$ cat src/rtl/mac_seq.sv
// mac_seq -- operand sequencer in front of the MAC datapath.
//
// Holds two N_TAPS-deep operand banks (A, B) written through a simple write
// port while idle. A start pulse streams A[k]/B[k] into the MAC with mac_en
// high, pads with zero pairs while the MAC pipeline drains, then captures
// the MAC result and its tag. mac_en is low in IDLE and DONE, so the MAC's
// internal accumulator is guaranteed to clear between jobs.
//
// Ports:
//   clk, rst          clock (rising edge), async active-low reset
//   wr_en/wr_sel      bank write strobe, bank select (0 = A, 1 = B)
//   wr_addr/wr_data   bank entry index and value
//   start/start_tag   job start pulse and tag forwarded as mac_addr
//   busy/done         job in progress / one-cycle result-valid pulse
//   result            captured mac_out
//   result_addr       captured mac_out_addr
//   mac_a/mac_b       operands to the MAC
//   mac_addr/mac_en   tag and enable to the MAC
//   mac_out           MAC result
//   mac_out_addr      MAC result tag
//
// state | meaning
// ------+-----------------------------------------------------------
// IDLE  | mac_en low, bank writes accepted, waiting for start
// FEED  | streaming A[k]/B[k], k = 0..N_TAPS-1
// DRAIN | zero pairs for DRAIN_CYC cycles while the MAC pipeline empties
// CAPT  | one cycle; mac_out/mac_out_addr captured at its end
// DONE  | one cycle; done pulse, mac_en low

module mac_seq #(
    parameter int DW        = 8,
    parameter int N_TAPS    = 8,
    parameter int AW        = 3,
    parameter int DRAIN_CYC = 4
) (
    input  logic          clk,
    input  logic          rst,
    input  logic          wr_en,
    input  logic          wr_sel,
    input  logic [AW-1:0] wr_addr,
    input  logic [DW-1:0] wr_data,
    input  logic          start,
    input  logic [AW-1:0] start_tag,
    output logic          busy,
    output logic          done,
    output logic [15:0]   result,
    output logic [AW-1:0] result_addr,
    output logic [DW-1:0] mac_a,
    output logic [DW-1:0] mac_b,
    output logic [AW-1:0] mac_addr,
    output logic          mac_en,
    input  logic [15:0]   mac_out,
    input  logic [AW-1:0] mac_out_addr
);

    localparam int DCW = (DRAIN_CYC > 1) ? $clog2(DRAIN_CYC) : 1;
    localparam logic [AW-1:0]  K_LAST = AW'(N_TAPS - 1);
    localparam logic [DCW-1:0] D_LOAD = DCW'(DRAIN_CYC - 1);

    typedef enum logic [2:0] {
        S_IDLE,
        S_FEED,
        S_DRAIN,
        S_CAPT,
        S_DONE
    } state_t;

    state_t         state;
    state_t         nxt_state;
    logic [AW-1:0]  k;
    logic [DCW-1:0] dcnt;

    logic [DW-1:0]  bank_a [N_TAPS];
    logic [DW-1:0]  bank_b [N_TAPS];

    logic           wr_ok;
    logic [AW-1:0]  rd_idx;
    logic [DW-1:0]  rd_a;
    logic [DW-1:0]  rd_b;
    logic           nxt_active;

    // Index of the pair that will be on mac_a/mac_b in the next cycle.
    // A write landing in the start cycle is forwarded so FEED sees the new
    // value even for entry 0, which is read at that same edge.
    always_comb begin
        wr_ok  = wr_en && (state == S_IDLE) &&
                 ({1'b0, wr_addr} < (AW+1)'(N_TAPS));
        rd_idx = '0;
        if (state == S_FEED && k != K_LAST) begin
            rd_idx = k + AW'(1);
        end
        rd_a = bank_a[rd_idx];
        rd_b = bank_b[rd_idx];
        if (wr_ok && !wr_sel && wr_addr == rd_idx) begin
            rd_a = wr_data;
        end
        if (wr_ok && wr_sel && wr_addr == rd_idx) begin
            rd_b = wr_data;
        end
    end

    always_comb begin
        nxt_state = state;
        case (state)
            S_IDLE:  if (start) nxt_state = S_FEED;
            S_FEED:  if (k == K_LAST) nxt_state = S_DRAIN;
            S_DRAIN: if (dcnt == '0) nxt_state = S_CAPT;
            S_CAPT:  nxt_state = S_DONE;
            S_DONE:  nxt_state = S_IDLE;
            default: nxt_state = S_IDLE;
        endcase
        nxt_active = (nxt_state == S_FEED) || (nxt_state == S_DRAIN) ||
                     (nxt_state == S_CAPT);
    end

    always_ff @(posedge clk or negedge rst) begin
        if (!rst) begin
            for (int i = 0; i < N_TAPS; i++) begin
                bank_a[i] <= '0;
                bank_b[i] <= '0;
            end
        end else if (wr_ok) begin
            if (wr_sel) begin
                bank_b[wr_addr] <= wr_data;
            end else begin
                bank_a[wr_addr] <= wr_data;
            end
        end
    end

    // Outputs are registered from the next state so they line up with it.
    always_ff @(posedge clk or negedge rst) begin
        if (!rst) begin
            state       <= S_IDLE;
            k           <= '0;
            dcnt        <= '0;
            busy        <= 1'b0;
            done        <= 1'b0;
            mac_en      <= 1'b0;
            mac_a       <= '0;
            mac_b       <= '0;
            mac_addr    <= '0;
            result      <= '0;
            result_addr <= '0;
        end else begin
            state  <= nxt_state;
            busy   <= nxt_active;
            mac_en <= nxt_active;
            done   <= (nxt_state == S_DONE);
            mac_a  <= (nxt_state == S_FEED) ? rd_a : '0;
            mac_b  <= (nxt_state == S_FEED) ? rd_b : '0;

            if (state == S_IDLE && start) begin
                mac_addr <= start_tag;
            end

            if (nxt_state == S_FEED) begin
                k <= rd_idx;
            end

            if (state == S_FEED && nxt_state == S_DRAIN) begin
                dcnt <= D_LOAD;
            end else if (state == S_DRAIN && dcnt != '0) begin
                dcnt <= dcnt - DCW'(1);
            end

            if (state == S_CAPT) begin
                result      <= mac_out;
                result_addr <= mac_out_addr;
            end
        end
    end

endmodule

$ cat config.mk
export PLATFORM = sky130hd
export DESIGN_NAME = mac_seq
export DESIGN_NICKNAME = d
export VERILOG_FILES = /design/src/rtl/mac_seq.sv
export SDC_FILE = /design/constraint.sdc
export NUM_CORES = 1
export LEC_CHECK = 0
export BUFFER_PORTS_ARGS = -buffer_cell sky130_fd_sc_hd__buf_2
export CAP_MARGIN = 15
export CORE_ASPECT_RATIO = 1.25
export CORE_MARGIN = 4
export CORE_UTILIZATION = 50
export CTS_CLUSTER_DIAMETER = 200
export DETAILED_ROUTE_END_ITERATION = 10
export GPL_ROUTABILITY_DRIVEN = 0
export GPL_TIMING_DRIVEN = 0
export PLACE_DENSITY = 0.68
export SETUP_SLACK_MARGIN = 0.1
export SLEW_MARGIN = 20
export SYNTH_ARGS = -nofsm -noshare
export SYNTH_HDL_FRONTEND = slang
export SYNTH_SLANG_ARGS = --single-unit
$ cat constraint.sdc
create_clock -name clk -period 3.19 [get_ports clk]
set_clock_uncertainty 0.2 [all_clocks]
set_input_delay 0 -clock clk [delete_from_list [all_inputs] [get_ports clk]]
set_output_delay 0 -clock clk [all_outputs]
set_load 0.1 [all_outputs]
==> reports/qor.yml, run 1 <==
grt_overflow: 0
vias: 6221
clk_pin_slew_ps: 60
syn_avg_cell_area_sq_um: 11.4
core_sq_um: 16100
ir_worst_vdd_mv: 0.803
fillCellCount: 1340
power_frac_seq: 0.322
place_hpwl_mm: 14.4
p_sw_uw: 4790
cts_buffers: 17
drive_gt1_frac: 0.323
ys_ff_latch: 176
status: "complete, no violations"
startpoint_type: "flop"
drtIter0Drc: 538
viasPerCell: 5.71
setup.worst_path.end_class: "flop"
clock.fmax_ghz: 0.339
clkSinkCount: 176
ys.flop_type: "dfrtp_1"
fin_hold_ws_ps: 33.3
fp-row-count: 52
grtUsageTotal: 0.241
rsz0062_at_grt: "false"
p_leak_uw: 0.00460
initial_core_util: 0.509
synth-edff-count: 0
drc: 0
synth_nets: 762
setup_viol: 0
path_class: "reg -> reg"
arrival_ps: 3020
finalHoldViolCount: 0
nNetsFinal: 902
cap_violations: 0
required_ps: 3260
multi_input_area_sq_um: 3560
die_h_um: 151
synth_cell_types: 46
hold_class: "in -> reg"
p_int_uw: 6010
synth-seq-area-share: 0.537
grt_max_degree: 89
numPortBuffers: 76
grt_pass1_wl_mm: 34.5
routed_wl_mm: 21.0
htreeDepth: 4
synthArstFlopShare: 1.00
syn2layout_area_growth_pct: 21.8
die_x_um: 123
instances_no_fill: 1089
ant_nets: 0
crit_path_max_fanout: 10
grt_pass1_vias: 6598
antenna_found_initial: 0
first_pass_iters: 5
slew_headroom: 0.443
cts_tree: "yes"
clockPowerShare: 0.215
ios: 79
p_per_area_nw_per_um2: 1080
switching_share: 0.444
dp_cells: 1014
die_area_sq_um: 18500
power_frac_comb: 0.464
cts-root-buf: "clkbuf_16"
syn_inst: 721
seqCellArea_sq_um: 4400
insertion_delay_ps: 440
avgRoutedWirePerCell_um: 19.2
worst_pin_slew_ps: 830
yosysWarnings: 0
slew_violations: 0
clock_path_buffers: 2
fin_crit_ps: 2950
post-route-period-util: 0.923
synthesis.area_sq_um: 8210
diodes: 0
[final timing paths]
check                            from          to  slack, ps  cells after the start
hold / removal                 wr_sel  bank_b[40]         30                      4
hold reg to reg            result[10]  result[10]        270                      2
max in group asynchronous         rst  bank_a[55]        930                      4
setup reg to reg                 k[0]    mac_b[0]        240                      7
min in group asynchronous         rst  bank_a[22]        460                      3
setup / recovery                 k[0]    mac_b[0]        240                      7
[flip-flops by register name (all words and copies together), names as in the netlist]
| name | flops |
|---|---|
| done | 1 |
| bank_b | 64 |
| result_addr | 3 |
| result | 16 |
| k | 3 |
| mac_a | 8 |
| mac_addr | 3 |
| state | 3 |
| mac_en | 1 |
| mac_b | 8 |
| dcnt | 2 |
| bank_a | 64 |
[cells in the mapped netlist, types with 4 or more instances]
master	instances	area, sq um
o22ai_1	16	100
clkbuf_1	30	113
buf_2	12	60.1
nand3_1	34	170
nor4_1	16	100
nor2_2	6	37.5
inv_1	6	22.5
dfrtp_1	176	4400
mux2_2	130	1460
nand2_1	66	248
nand2_2	6	37.5
o21ai_1	6	30.0
a21oi_1	34	170
o21ai_0	32	160
nand2b_1	4	25.0
nor2_1	21	78.8
nor2b_1	38	238
nor3_1	18	90.1
a22oi_1	32	240
[power by group through the flow]
stage	combinational, uW	clock, uW	sequential, uW
final	5010	2320	3470
after global routing	5350	2440	3570
after CTS	4930	2340	3470
after detailed placement	4850	0	3500
after global placement	4740	0	3450
after floorplan	2350	0	4790
[layout make-up]
| type | count | share of cell area |
|---|---|---|
| Buffer | 50 | 0.0225 |
| Inverter | 6 | 0.00225 |
| Timing Repair Buffer | 121 | 0.0853 |
| Sequential cell | 176 | 0.440 |
| Tap cell | 216 | 0.0270 |
| Clock inverter | 9 | 0.0179 |
| Multi-Input combinational cell | 489 | 0.356 |
| Clock buffer | 22 | 0.0484 |
[worst max-delay path, cell delays in order (launching register included)]
cell      delay, ps
dfrtp_1         460
ha_1            180
ha_1            130
buf_2           210
nor2b_1         140
o21ai_1         680
clkbuf_1        600
nor3_1          180
[cell families after synthesis]
group / synth area share
AND/OR/NAND/NOR: 0.156
buffers and inverters: 0.0300
AO/OA/AOI/OAI: 0.0919
multiplexers: 0.181
adder cells (fa/ha/maj): 0.00457
flip-flops: 0.537
[cells in the final DEF (no fill, tap or decap), types with 16 or more instances in the layout]
cell type / netlist / final
dlygate4sd3_1: 0 / 42
clkbuf_1: 30 / 30
nand2_1: 66 / 66
nor2b_1: 38 / 38
buf_2: 12 / 87
nor4_1: 16 / 16
o22ai_1: 16 / 16
nor2_1: 21 / 21
mux2_2: 130 / 130
a21oi_1: 34 / 34
o21ai_0: 32 / 32
clkbuf_16: 0 / 17
a22oi_1: 32 / 32
nand3_1: 34 / 33
dfrtp_1: 176 / 176
nor3_1: 18 / 18
[metal layers]
metal  global-route usage  part of all wire  vias to the layer above
met5                    0                 0                        -
met4                0.114             0.032                        0
met3               0.0445             0.048                       52
met2                0.405              0.51                      206
met1                0.302              0.41                     3111
li1                     -                 -                     2852
[per-stage QoR]
stage          power [uW]  utilization  TNS [ps]  setup WS, ps  area, sq um
2_1_floorplan        7130            -         0           835         8210
3_3_place_gp         8190        0.549   -125010          -723         8860
3_5_place_dp         8350        0.551         0           238         8890
4_1_cts             10700        0.618         0           226         9980
5_1_grt             11400        0.620         0           112        10000
6_report            10800        0.620         0           244        10000
[repair_timing]
action	CTS	global route
hold buffers	42	0
endpoints found under the setup margin	0	8
setup buffers	0	2
resized for setup	0	3
hold endpoints to repair	288	0
Note: power is estimated with default switching activity, not from simulation.
==> run 2, diff against run 1 <==
- HOLD_SLACK_MARGIN: not set -> 0.02
- MAX_ROUTING_LAYER: not set -> met4
- PLACE_DENSITY: 0.68 -> 0.71
- clock period: 3.19 -> 2.5 ns (I/O delays scaled with it)
==> reports/qor.yml, run 2 (same netlist as run 1, synthesis figures left out) <==
r2r_slack_ps: 90
drc: 0
fin_crit_ps: 2410
top_regs: "bank_a x64, bank_b x64, result x16"
place_hpwl_mm: 14.5
grt_max_degree: 99
dp_cells: 1014
critPathCapture: "mac_a[6]"
cts_tree: "yes"
slew_headroom: 0.524
die_area_sq_um: 18500
die_x_um: 123
clkSinkCount: 176
hold_class: "in -> async"
setup.worst_path.end_class: "flop"
die_h_um: 151
cap_violations: 0
final_common_cell: "dfrtp_1"
ios: 79
viasPerCell: 5.80
numPortBuffers: 76
initial_core_util: 0.509
dr_wl_met3_mm: 1.06
fillCellCount: 1236
r2r_start: "k[0]"
htreeDepth: 4
arrival_ps: 2510
clock.fmax_ghz: 0.415
reg2regPathDepth: 9
insertion_delay_ps: 430
wl_met1_mm: 8.62
antenna_found_initial: 0
layout_common_cells: "dfrtp_1, mux2_2, buf_2"
wl_met2_mm: 11.7
p_sw_uw: 6420
rsz0062_at_grt: "true"
p_leak_uw: 0.00477
p_per_area_nw_per_um2: 1390
clockPowerShare: 0.198
routed_wl_mm: 22.0
r2r-end: "mac_a[6]"
required_ps: 2600
worstSetupStartpoint: "k[0]"
setup_viol: 0
cts-root-buf: "clkbuf_16"
worst_pin_slew_ps: 715
first_pass_iters: 6
drtIter0Drc: 654
instances_no_fill: 1103
cts_buffers: 17
path_class: "reg -> reg"
grt_pass1_wl_mm: 35.2
ir_worst_vdd_mv: 1.01
clock_path_buffers: 2
power_frac_comb: 0.493
core_sq_um: 16100
crit_path_max_fanout: 5
syn2layout_area_growth_pct: 26.6
vias: 6395
p_int_uw: 8040
slew_violations: 0
top_layer_used: "met4"
nNetsFinal: 917
grt_pass1_vias: 6673
grt_overflow: 0
finalHoldViolCount: 0
grtUsageTotal: 0.253
clk_pin_slew_ps: 70
ant_nets: 0
power_frac_seq: 0.309
avgRoutedWirePerCell_um: 20.0
startpoint_type: "flop"
total_power_uw: 14500
post-route-period-util: 0.964
fp-row-count: 52
drive_gt1_frac: 0.390
switching_share: 0.444
diodes: 0
status: "complete, no violations"
-- run 2: cell count changes in the layout (fill, tap and decap cells not counted), moves of 4 or more --
cell and delta:
a21oi_1 -8, a21oi_2 +7, buf_4 +18, buf_6 +4
clkbuf_1 -13, clkbuf_2 +7, nor2_2 -4, nor2_4 +5
nor3_1 -4, nor3_2 +4, nor4_1 -7, nor4_2 +5
o22ai_1 -8, o22ai_2 +8
-- run 2: how the worst min path moves through the flow --
stage	from	endpoint	slack (ps)	depth (start not counted)
after floorplan	rst	bank_a[0]	-500	0
after global placement	mac_out[9]	result[9]	-9	3
after detailed placement	rst	bank_a[28]	-110	1
after CTS	rst	bank_a[49]	30	2
after global routing	rst	mac_b[4]	70	2
final	rst	bank_a[60]	6	2
-- run 2: worst max-delay path: stages (launching register included) --
cell and delay [ps]:
dfrtp_2 440, ha_4 180, ha_4 180, nor4b_4 200, buf_4 190, a21boi_4 320, buf_6 160, a21oi_4 40
nor4_4 300, nor3_2 70
-- run 2: area by class of cell --
type	instances	area, sq um	area share
plain buffers	49	262	0.0252
inverters	6	22.5	0.00217
clock inverters	11	189	0.0182
clock buffers	19	443	0.0426
repair buffers	137	1000	0.0967
multi-input cells	489	3800	0.365
well taps	216	270	0.0260
flip-flops and latches	176	4410	0.424
-- run 2: power by group through the flow --
stage	registers, uW	clock network, uW	logic (uW)
after floorplan	6110	0	3000
final	4470	2860	7120
after global routing	4570	3020	7550
after global placement	4410	0	6020
after detailed placement	4470	0	6170
after CTS	4440	2880	6770
-- run 2: through the flow --
stage | instance area [sq um] | setup WS [ps] | TNS [ps] | util | hold WS [ps]
2_1_floorplan | 8210 | 145 | 0 | - | -496
3_5_place_dp | 8890 | -437 | -6020 | 0.551 | -109
3_3_place_gp | 8860 | -1360 | -241460 | 0.549 | -8.91
5_1_grt | 10400 | -9.66 | -9.66 | 0.644 | 68.5
4_1_cts | 10200 | -20.1 | -62.7 | 0.632 | 27.7
6_report | 10400 | 90.8 | 0 | 0.644 | 5.82
-- run 2: repair_timing --
item,4_1_cts,5_1_grt
endpoints found under the hold margin,287,1
gates cloned,1,0
pin swaps,21,20
gates resized for setup,48,42
hold buffers,39,1
setup buffers,12,7
endpoints found under the setup margin,17,83
-- run 2: routing by layer --
| metal | GRT usage | vias up |
|---|---|---|
| met5 | - | - |
| met4 | 0.107 | 0 |
| met3 | 0.0437 | 63 |
| met2 | 0.424 | 228 |
| met1 | 0.302 | 3222 |
| li1 | - | 2882 |
